**src/rtl/bcd_switch_reader_pkg.sv**
```systemverilog
// Shared definitions for the BCD thumbwheel switch reader.
// Holds the frame geometry, output width and range, sequencer state
// encoding, and a helper that extracts one BCD digit from a captured frame.
package bcd_switch_reader_pkg;

  localparam int NUM_DIGITS = 4;
  localparam int DIGIT_BITS = 4;
  localparam int FRAME_BITS = 16;
  localparam int BIN_WIDTH  = 10;
  localparam int BIN_MAX    = 1023;
  // 9999 needs 14 bits; the accumulator is kept at this width.
  localparam int ACC_WIDTH  = 14;

  typedef enum logic [2:0] {
    IDLE    = 3'd0,
    LOAD    = 3'd1,
    SHIFT   = 3'd2,
    CONVERT = 3'd3,
    DONE    = 3'd4
  } state_e;

  // Digit index 0 is the thousands digit (frame MSBs), 3 is the units digit.
  function automatic logic [DIGIT_BITS-1:0] frame_digit(
    input logic [FRAME_BITS-1:0] frame,
    input logic [1:0]            idx
  );
    logic [DIGIT_BITS-1:0] d;
    case (idx)
      2'd0:    d = frame[15:12];
      2'd1:    d = frame[11:8];
      2'd2:    d = frame[7:4];
      default: d = frame[3:0];
    endcase
    return d;
  endfunction

endpackage

```
**src/rtl/bcd_switch_reader_if.sv**
```systemverilog
// Signal bundle between the switch reader, its shift-register chain and
// the consumer of the decoded value.
//   sample : read request (one cycle)
//   SDin   : serial data from the chain (QH)
//   Sftclk : chain shift clock
//   Ldclk  : chain parallel load, active-low
//   bin    : last valid decoded value
//   valid  : one-cycle pulse when bin updates
//   err    : set when the last frame was rejected
// slave = the reader, master = the surrounding system / chain.
interface bcd_switch_reader_if;
  import bcd_switch_reader_pkg::*;

  logic                 sample;
  logic                 SDin;
  logic                 Sftclk;
  logic                 Ldclk;
  logic [BIN_WIDTH-1:0] bin;
  logic                 valid;
  logic                 err;

  modport slave (
    input  sample,
    input  SDin,
    output Sftclk,
    output Ldclk,
    output bin,
    output valid,
    output err
  );

  modport master (
    output sample,
    output SDin,
    input  Sftclk,
    input  Ldclk,
    input  bin,
    input  valid,
    input  err
  );

endinterface

```
**src/rtl/bcd_switch_reader_bcd2binary.sv**
```systemverilog
// bcd2binary: converts a captured 4-digit BCD frame to binary by
// accumulating acc = acc*10 + digit, thousands first, one digit per cycle.
// Ports:
//   clk, rst_n    : clock, asynchronous active-low reset
//   start_i       : one-cycle pulse, first digit is absorbed on this edge
//   frame_i       : 16-bit BCD frame, must stay stable during conversion
//   value_o       : 14-bit accumulated value
//   digit_err_o   : some digit of the frame was above 9
//   done_o        : one-cycle pulse, 4 cycles after start, value_o final
module bcd2binary
  import bcd_switch_reader_pkg::*;
(
  input  logic                  clk,
  input  logic                  rst_n,
  input  logic                  start_i,
  input  logic [FRAME_BITS-1:0] frame_i,
  output logic [ACC_WIDTH-1:0]  value_o,
  output logic                  digit_err_o,
  output logic                  done_o
);

  logic [ACC_WIDTH-1:0]  acc_q;
  logic [1:0]            idx_q;
  logic                  busy_q;
  logic                  err_q;
  logic                  done_q;
  logic [1:0]            step_idx;
  logic [DIGIT_BITS-1:0] digit;
  logic                  digit_bad;

  assign step_idx  = start_i ? 2'd0 : idx_q;
  assign digit     = frame_digit(frame_i, step_idx);
  assign digit_bad = (digit > 4'd9);

  always_ff @(posedge clk or negedge rst_n) begin
    if (!rst_n) begin
      acc_q  <= '0;
      idx_q  <= 2'd0;
      busy_q <= 1'b0;
      err_q  <= 1'b0;
      done_q <= 1'b0;
    end else begin
      done_q <= 1'b0;
      if (start_i) begin
        // First step from a zero accumulator: 0*10 + digit.
        acc_q  <= ACC_WIDTH'(digit);
        err_q  <= digit_bad;
        idx_q  <= 2'd1;
        busy_q <= 1'b1;
      end else if (busy_q) begin
        acc_q  <= acc_q * ACC_WIDTH'(10) + ACC_WIDTH'(digit);
        err_q  <= err_q | digit_bad;
        idx_q  <= idx_q + 2'd1;
        if (idx_q == 2'(NUM_DIGITS - 1)) begin
          busy_q <= 1'b0;
          done_q <= 1'b1;
        end
      end
    end
  end

  assign value_o     = acc_q;
  assign digit_err_o = err_q;
  assign done_o      = done_q;

endmodule

```
**src/rtl/bcd_switch_reader.sv**
```systemverilog
// bcd_switch_reader: reads a 4-digit BCD switch bank through a chain of
// parallel-in shift registers (74HC165 style), converts it to binary and
// publishes values in 0..1023.
// Ports:
//   clk   : clock, all logic on the rising edge
//   rst_n : asynchronous active-low reset
//   bus   : slave side of bcd_switch_reader_if (sample, SDin in;
//           Sftclk, Ldclk, bin, valid, err out, all registered)
// Timing (D = CLK_DIV, sample high in cycle N):
//   LOAD    N+1 .. N+D            Ldclk low
//   SHIFT   N+D+1 .. N+33D        16 periods, D low then D high
//   CONVERT N+33D+1 .. N+33D+4
//   DONE    N+33D+5               valid/err/bin visible this cycle
module bcd_switch_reader
  import bcd_switch_reader_pkg::*;
#(
  parameter int CLK_DIV = 4
) (
  input  logic clk,
  input  logic rst_n,
  bcd_switch_reader_if.slave bus
);

  localparam logic [7:0] DIV_LAST = 8'(CLK_DIV - 1);

  state_e                state_q, state_d;
  logic [7:0]            div_q, div_d;
  logic [3:0]            bit_q, bit_d;
  logic [FRAME_BITS-1:0] frame_q, frame_d;
  logic                  sftclk_q, sftclk_d;
  logic                  ldclk_q, ldclk_d;
  logic [BIN_WIDTH-1:0]  bin_q, bin_d;
  logic                  valid_q, valid_d;
  logic                  err_q, err_d;

  logic                  div_end;
  logic                  shift_done;
  logic                  conv_done;
  logic                  conv_digit_err;
  logic [ACC_WIDTH-1:0]  conv_value;

  assign div_end    = (div_q == DIV_LAST);
  // End of the high phase of the 16th bit period.
  assign shift_done = (state_q == SHIFT) && sftclk_q && div_end && (bit_q == 4'd15);

  // The converter absorbs its first digit on the edge that enters CONVERT,
  // so its done pulse lands in the last CONVERT cycle.
  bcd2binary u_bcd2binary (
    .clk         (clk),
    .rst_n       (rst_n),
    .start_i     (shift_done),
    .frame_i     (frame_q),
    .value_o     (conv_value),
    .digit_err_o (conv_digit_err),
    .done_o      (conv_done)
  );

  // State and registered outputs.
  always_ff @(posedge clk or negedge rst_n) begin
    if (!rst_n) begin
      state_q  <= IDLE;
      div_q    <= '0;
      bit_q    <= '0;
      frame_q  <= '0;
      sftclk_q <= 1'b0;
      ldclk_q  <= 1'b1;
      bin_q    <= '0;
      valid_q  <= 1'b0;
      err_q    <= 1'b0;
    end else begin
      state_q  <= state_d;
      div_q    <= div_d;
      bit_q    <= bit_d;
      frame_q  <= frame_d;
      sftclk_q <= sftclk_d;
      ldclk_q  <= ldclk_d;
      bin_q    <= bin_d;
      valid_q  <= valid_d;
      err_q    <= err_d;
    end
  end

  // Next state. sample is only looked at in IDLE.
  always_comb begin
    state_d = state_q;
    case (state_q)
      IDLE:    if (bus.sample) state_d = LOAD;
      LOAD:    if (div_end)    state_d = SHIFT;
      SHIFT:   if (shift_done) state_d = CONVERT;
      CONVERT: if (conv_done)  state_d = DONE;
      DONE:    state_d = IDLE;
      default: state_d = IDLE;
    endcase
  end

  // Next values of counters, frame and outputs. Outputs are computed one
  // cycle ahead so that the registered value matches the state being entered.
  always_comb begin
    div_d    = div_q;
    bit_d    = bit_q;
    frame_d  = frame_q;
    sftclk_d = sftclk_q;
    ldclk_d  = ldclk_q;
    bin_d    = bin_q;
    valid_d  = 1'b0;
    err_d    = err_q;
    case (state_q)
      IDLE: begin
        ldclk_d  = ~bus.sample;
        sftclk_d = 1'b0;
        div_d    = '0;
        bit_d    = '0;
      end
      LOAD: begin
        div_d = div_end ? 8'd0 : div_q + 8'd1;
        if (div_end) ldclk_d = 1'b1;
      end
      SHIFT: begin
        if (div_end) begin
          div_d    = '0;
          sftclk_d = ~sftclk_q;
          if (!sftclk_q) begin
            // Sftclk rises on this edge: take the bit the chain presents now.
            frame_d = {frame_q[FRAME_BITS-2:0], bus.SDin};
          end else begin
            bit_d = bit_q + 4'd1;
          end
        end else begin
          div_d = div_q + 8'd1;
        end
      end
      CONVERT: begin
        if (conv_done) begin
          if (!conv_digit_err && (conv_value <= ACC_WIDTH'(BIN_MAX))) begin
            bin_d   = conv_value[BIN_WIDTH-1:0];
            valid_d = 1'b1;
            err_d   = 1'b0;
          end else begin
            err_d = 1'b1;
          end
        end
      end
      default: ;
    endcase
  end

  assign bus.Sftclk = sftclk_q;
  assign bus.Ldclk  = ldclk_q;
  assign bus.bin    = bin_q;
  assign bus.valid  = valid_q;
  assign bus.err    = err_q;

endmodule

```
**src/flat_wrapper.sv**
```systemverilog
// flat-port wrapper written by rule: the top's interface ports become plain ports
module bcd_switch_reader_flat import bcd_switch_reader_pkg::*;
#(
  parameter int CLK_DIV = 4
)
  (clk, rst_n, bus_sample, bus_SDin, bus_Sftclk, bus_Ldclk, bus_bin, bus_valid, bus_err);
  bcd_switch_reader_if bus_i ();
  input  logic clk;
  input  logic rst_n;
  input wire logic [$bits(bus_i.sample)-1:0] bus_sample;
  input wire logic [$bits(bus_i.SDin)-1:0] bus_SDin;
  output wire logic [$bits(bus_i.Sftclk)-1:0] bus_Sftclk;
  output wire logic [$bits(bus_i.Ldclk)-1:0] bus_Ldclk;
  output wire logic [$bits(bus_i.bin)-1:0] bus_bin;
  output wire logic [$bits(bus_i.valid)-1:0] bus_valid;
  output wire logic [$bits(bus_i.err)-1:0] bus_err;
  assign bus_i.sample = bus_sample;
  assign bus_i.SDin = bus_SDin;
  assign bus_Sftclk = bus_i.Sftclk;
  assign bus_Ldclk = bus_i.Ldclk;
  assign bus_bin = bus_i.bin;
  assign bus_valid = bus_i.valid;
  assign bus_err = bus_i.err;
  bcd_switch_reader #(.CLK_DIV(CLK_DIV)) u_core (.clk(clk), .rst_n(rst_n), .bus(bus_i));
endmodule
```
**config.mk**
```make
export PLATFORM = sky130hd
export DESIGN_NAME = bcd_switch_reader_flat
export DESIGN_NICKNAME = d
export VERILOG_FILES = /design/src/rtl/bcd_switch_reader_pkg.sv /design/src/rtl/bcd_switch_reader_if.sv /design/src/rtl/bcd_switch_reader_bcd2binary.sv /design/src/rtl/bcd_switch_reader.sv /design/src/flat_wrapper.sv
export SDC_FILE = /design/constraint.sdc
export NUM_CORES = 1
export LEC_CHECK = 0
export ABC_AREA = 1
export CAP_MARGIN = 30
export CORE_UTILIZATION = 29
export CTS_CLUSTER_SIZE = 24
export DETAILED_ROUTE_END_ITERATION = 6
export HOLD_SLACK_MARGIN = 0.15
export PLACE_DENSITY = 0.48
export REMOVE_ABC_BUFFERS = 1
export SLEW_MARGIN = 20
export SYNTH_ARGS = -nofsm -noshare
export SYNTH_HDL_FRONTEND = slang
export SYNTH_SLANG_ARGS = --single-unit
```
**constraint.sdc**
```tcl
create_clock -name clk -period 4.71 [get_ports clk]
set_input_delay 0.942 -clock clk [delete_from_list [all_inputs] [get_ports clk]]
set_output_delay 0.942 -clock clk [all_outputs]
set_load 0.02 [all_outputs]
```
# Word level (Yosys, flattened, before mapping)
# Index checks and enable logic that the tools add are counted.
# word_totals
out_inout_bits	14
ff_bits	64
in_bits	4
elab_cells	89
# op_classes
bitwise_logic	3
addsub	4
eq_ne	14
order_cmp	2
muxes	32
reduce_logical	19
mul	1
# op_table
operator	n
2-to-1 mux 14 bit	2
case mux 8 bit (2 select lines)	1
adder 14 x 4 -> 14 bit	1
less-or-equal comparator 14 x 10 -> 1 bit, second input constant	1
multiplier 14 x 3 -> 13 bit, second input constant	1
2-to-1 mux 1 bit	14
2-to-1 mux 3 bit	4
case mux 3 bit (4 select lines)	1
case mux 4 bit (3 select lines)	1
AND reduction 3 bit	3
adder 8 x 1 -> 8 bit, second input constant	1
== test 8 x 2 -> 1 bit, second input constant	1
2-to-1 mux 4 bit	2
2-to-1 mux 8 bit	1
case mux 4 bit (2 select lines)	1
nonzero test 2 bit	4
== test 3 x 2 -> 1 bit, second input constant	2
2-to-1 mux 2 bit	3
!= test 2 x 1 -> 1 bit, second input constant	3
!= test 2 bit, second input constant	3
AND reduction 2 bit	3
adder 4 x 1 -> 4 bit, second input constant	1
== test 2 bit, second input constant	2
== test 4 bit, second input constant	1
other kinds (13)	18

# Logic depth before layout (Yosys ltp)
# depth
depth_word	11
mapped_depth	21
depth_no_buf	21

# Modules after synthesis
# A second synthesis with hierarchy kept.
# hier_totals
cells_unflattened	488
hier_area_um2	3956.3
# modules_own_cells
module	instances	cells_per_inst	area_each_um2
bcd_switch_reader	1	210	2054.5
bcd2binary	1	278	1901.8

# Worst setup path after synthesis
# No wires, ideal clock.
# synth_path
kind	register to register
startpoint	reg u_core.div_q[0]
endpoint	reg u_core.u_bcd2binary.acc_q[13] (netlist: u_core.u_bcd2binary.value_o[13])
period_less_slack_ns	2.569
path_slack_ns	2.141
path_stages_with_launch	18
arrival_ns	2.451
path_cell_list	dfrtp_1 -> ha_1 -> nand2_1 -> nor2_4 -> nand3_4 -> nand2_2 -> nor2_2 -> inv_1 -> o21ai_0 -> inv_1 -> ha_1 -> fa_1 -> nand4_2 -> nand2_4 -> nand2_1 -> nand2_1 -> nand3_1 -> nand2_1
# synth_via
elab_chain_cells	9
elab_cells_between_ends	12
cone_classes	add/sub: 1; eq/ne: 3; mux: 4; reduce/logical: 4
# synth_lines
element	line	rtl
from (decl)	bcd_switch_reader.sv:27	logic [7:0] div_q, div_d;
from (signal assigned)	bcd_switch_reader.sv:72	div_q <= div_d;
== test 8 x 2 -> 1 bit *	bcd_switch_reader.sv:42	assign div_end = (div_q == DIV_LAST);
logical AND 1 bit * (2 in a row)	bcd_switch_reader.sv:44	assign shift_done = (state_q == SHIFT) && sftclk_q && div_end && (bit_q == 4'd15);
2-to-1 mux 2 bit	bcd_switch_reader_bcd2binary.sv:31	assign step_idx = start_i ? 2'd0 : idx_q;
== test 2 bit, or another cell as far along	bcd_switch_reader_pkg.sv:28	case (idx)
case mux 4 bit (3 select lines)	bcd_switch_reader_pkg.sv:28	
adder 14 x 4 -> 14 bit	bcd_switch_reader_bcd2binary.sv:51	acc_q <= acc_q * ACC_WIDTH'(10) + ACC_WIDTH'(digit);
2-to-1 mux 14 bit	bcd_switch_reader_bcd2binary.sv:50	end else if (busy_q) begin
2-to-1 mux 14 bit	bcd_switch_reader_bcd2binary.sv:44	if (start_i) begin
to (signal assigned)	bcd_switch_reader_bcd2binary.sv:46	acc_q <= ACC_WIDTH'(digit);
to (signal assigned)	bcd_switch_reader_bcd2binary.sv:51	
to (decl)	bcd_switch_reader_bcd2binary.sv:22	logic [ACC_WIDTH-1:0] acc_q;
# Every way passes the cells marked *; elsewhere a longest branch is shown, timed or not. The select of a mux whose other input is x is not followed.
# A chain may end at the register's enable or synchronous reset.

# Final worst setup path
# Ends and elaborated chain as after synthesis.

==> flow_metrics.env <==
export IMPL_ys_seq_area_share_pct=41.82
export IMPL_cp_depth=18
export IMPL_swShare_pct=19.72
export IMPL_nNetsFinal=529
export IMPL_first_pass_iters=5
export IMPL_crit_family="simple AND/OR/NAND/NOR gates"
export IMPL_cts_root_buf="clkbuf_16"
export IMPL_worst_ep_arrival_time_ns=3.20
export IMPL_slew_violations=0
export IMPL_power_frac_comb_pct=1.1
export IMPL_grt_pass1_wl_um=14410
export IMPL_reg2reg_depth=18
export IMPL_cts_max_path_buffers=2
export IMPL_cpPeakStageDelay_ns=0.45
export IMPL_grt_pass1_vias=2948
export IMPL_postCtsHoldBufs=0
export IMPL_die_area_um2=13680
export IMPL_syn_to_final_growth_pct=17.47
export IMPL_internal_power_mw=1.003
export IMPL_die_h_um=117.0
export IMPL_synth_top_cell_by_area="dfrtp_1"
export IMPL_syn_avg_cell_area_um2=8.051
export IMPL_cts_buffers_inserted=9
export IMPL_outcome="finished, final reports clean"
export IMPL_synth_area_leaders="dfrtp_1 (41%), nand2_1 (13%), ha_1 (7.8%)"
export IMPL_slowest_stage="fa_1"
export IMPL_wl_per_cell_um=12.92
export IMPL_synth_top_cell_area_share_pct=41.14
export IMPL_crit_top_cell="nand2_1"
export IMPL_die_w_um=117.0
export IMPL_setup_violations=0
export IMPL_drcViolationCount=0
export IMPL_worst_endpoint_required_ns=4.93
export IMPL_p_per_area_nw_per_um2=277.4
export IMPL_crit_chain="ha_1 -> nand2_1 -> nor2_4 -> nand3_4 -> nand2_2 -> nor2_1 -> inv_1 -> o211ai_1 -> o21ai_0 -> inv_1 -> ha_1 -> fa_1 -> nand4_2 -> nand2_4 -> nand2_1 -> nand2_1 -> nand3_1 -> nand2_1"
export IMPL_ys_flop_type="dfrtp_1"
export IMPL_cts_setup_buffers=0
export IMPL_h_tree_depth=3
export IMPL_portBuffers=17
export IMPL_gp_congestion=0.8596
export IMPL_overflow=0
export IMPL_antenna_found_initial=0
export IMPL_cp_start_kind="register"
export IMPL_ctsResizeCount=0
export IMPL_grt_start_max_net_pins=37
export IMPL_ios=18
export IMPL_ant_nets=0
export IMPL_post_drt_via_cell_ratio=4.566
export IMPL_holdPathStages=2
export IMPL_track_usage_pct=14.06
export IMPL_placementRows=41
export IMPL_drtIter0Drc=142
export IMPL_clock_sinks=64
export IMPL_wirelength_um=8720
export IMPL_yosys_cell_types_count=42
export IMPL_cp_max_fo=10
export IMPL_holdWs_ns=0.4759
export IMPL_finalCritPeriodShare_pct=63.29
export IMPL_power_share_clock_pct=54.8
export IMPL_post_route_min_period_ns=2.981
export IMPL_clkLatencyLatePin_ns=0.33
export IMPL_clock_skew_ns=0.004242
export IMPL_tns_ns=0
export IMPL_vias=3082
export IMPL_design_core_area_um2=12770
export IMPL_yosysWarnings=0
export IMPL_hold_path_class="register to register"
export IMPL_cap_violations=0
export IMPL_worst_path_buf_inv=2
export IMPL_diodes=0
export IMPL_drive_gt1_share_pct=8.946
export IMPL_critical_path_class="register to register"
export IMPL_synth_edff_count=0
export IMPL_start_util_pct=30.00
export IMPL_tightest_slew_ns=0.6789
export IMPL_pwr_share_seq_pct=44.1
export IMPL_static_leakage_power_nw=2.261
export IMPL_cts_tree="built"
export IMPL_clk_pin_slew_ns=0.05
export IMPL_endpoint_kind="register"
export IMPL_ir_drop_uv=120.1
export IMPL_max_slew_margin_pct=54.74
export IMPL_max_freq_mhz=335.5
export IMPL_rsz0062_at_grt="no"
export IMPL_async_reset_ff_share_pct=100.0
export IMPL_ys_ff_latch=64
export IMPL_dp_hpwl_um=6532
export IMPL_power_switching_uw=246.3
export IMPL_hold_violations=0
export IMPL_synth_area_um2=3832
export IMPL_syn_inst=476
-- Yosys cell counts (4+ instances only) --
master,instances
xor2_1,8
a21oi_1,12
inv_1,70
ha_1,24
nand2_4,8
o21ai_1,7
nor2_1,31
xnor2_1,4
o21ai_0,29
dfrtp_1,63
nand3_1,21
o22ai_1,5
nand4_1,7
nor3_1,5
nand2_1,135
-- through the flow --
stage	util [%]	power, mW	instances	worst slack (ns)	cell area (µm²)
after global routing	35.24	1.295	675	1.427	4502
after detailed placement	32.83	0.5748	660	1.752	4194
final	35.24	1.249	675	1.729	4502
after floorplan	-	0.5601	470	2.138	3806
after global placement	32.83	0.5745	660	1.803	4194
after CTS	35.24	1.274	675	1.699	4502
-- power by group through the flow --
stage	registers, mW	clock network, mW	logic (mW)
CTS	0.550	0.709	0.0150
finish	0.550	0.685	0.0135
floorplan	0.560	0	0.0000204
global placement	0.560	0	0.0146
global route	0.550	0.729	0.0164
detailed placement	0.560	0	0.0149
-- worst register-to-register path: cells and delay by family (launching register included) --
kind	cells	cell delay (ns)
AO/OA/AOI/OAI	2	0.23
buffers and inverters	2	0.18
flip-flops	1	0.39
AND/OR/NAND/NOR	11	1.21
adder cells (fa/ha/maj)	3	0.86
-- worst paths after layout --
kind,startpoint,to,slack [ns]
setup / recovery,u_core.div_q[0],u_core.u_bcd2binary.value_o[13],1.73
hold / removal,u_core.bus.bin[3],u_core.bus.bin[3],0.48
setup reg to reg,u_core.div_q[0],u_core.u_bcd2binary.value_o[13],1.73
hold reg to reg,u_core.bus.bin[3],u_core.bus.bin[3],0.48
max in group asynchronous,rst_n,u_core.u_bcd2binary.value_o[3],3.14
min in group asynchronous,rst_n,u_core.div_q[3],0.65
-- layout by cell type, fill, tap and decap left out, types with 7 or more instances in the layout --
cell and instances:
a21oi_1 12, clkbuf_16 9, clkdlybuf4s50_1 16, dfrtp_1 63, ha_1 24, inv_1 70, nand2_1 135, nand2_4 8
nand3_1 21, nand4_1 7, nor2_1 31, o21ai_0 29, o21ai_1 7, xor2_1 8
-- routing by layer --
layer | vias to the layer above | track usage [%] | wire length, µm
li1 | 1578 | - | -
met3 | 10 | 3.708 | 241
met4 | 0 | 5.063 | 117
met2 | 32 | 22.52 | 4064
met1 | 1462 | 18.30 | 4297
met5 | - | 0 | 0
-- logic make-up (layout without fill, tap and decap cells) --
family / count (synthesis) / after routing / share of synthesized area, %
simple gates: 225 / 225 / 27.55
flops: 64 / 64 / 41.82
mux: 1 / 1 / 0.2612
buf+inv: 80 / 107 / 7.933
compound gates: 68 / 68 / 10.81
fa+ha+maj: 26 / 26 / 8.880
xor+xnor: 12 / 12 / 2.742
-- cell type report --
cell class / count / area (µm²)
Tap cell: 172 / 215.2
Clock inverter: 2 / 37.54
Sequential cell: 64 / 1603
Fill cell: 1353 / 8272
Inverter: 74 / 277.8
Multi-Input combinational cell: 332 / 1926
Clock buffer: 13 / 270.3
Timing Repair Buffer: 18 / 172.7
-- flip-flops by register name (all words and copies together) (netlist names) --
signal,flops
u_core.bus.Sftclk,1
u_core.bus.err,1
u_core.bus.bin,10
u_core.bit_q,4
u_core.state_q,3
u_core.u_bcd2binary.idx_q,2
u_core.u_bcd2binary.done_o,1
u_core.u_bcd2binary.busy_q,1
u_core.bus.Ldclk,1
u_core.bus.valid,1
u_core.frame_q,16
u_core.div_q,8
u_core.u_bcd2binary.digit_err_o,1
u_core.u_bcd2binary.value_o,14
Power figures use the tool's default switching activity.
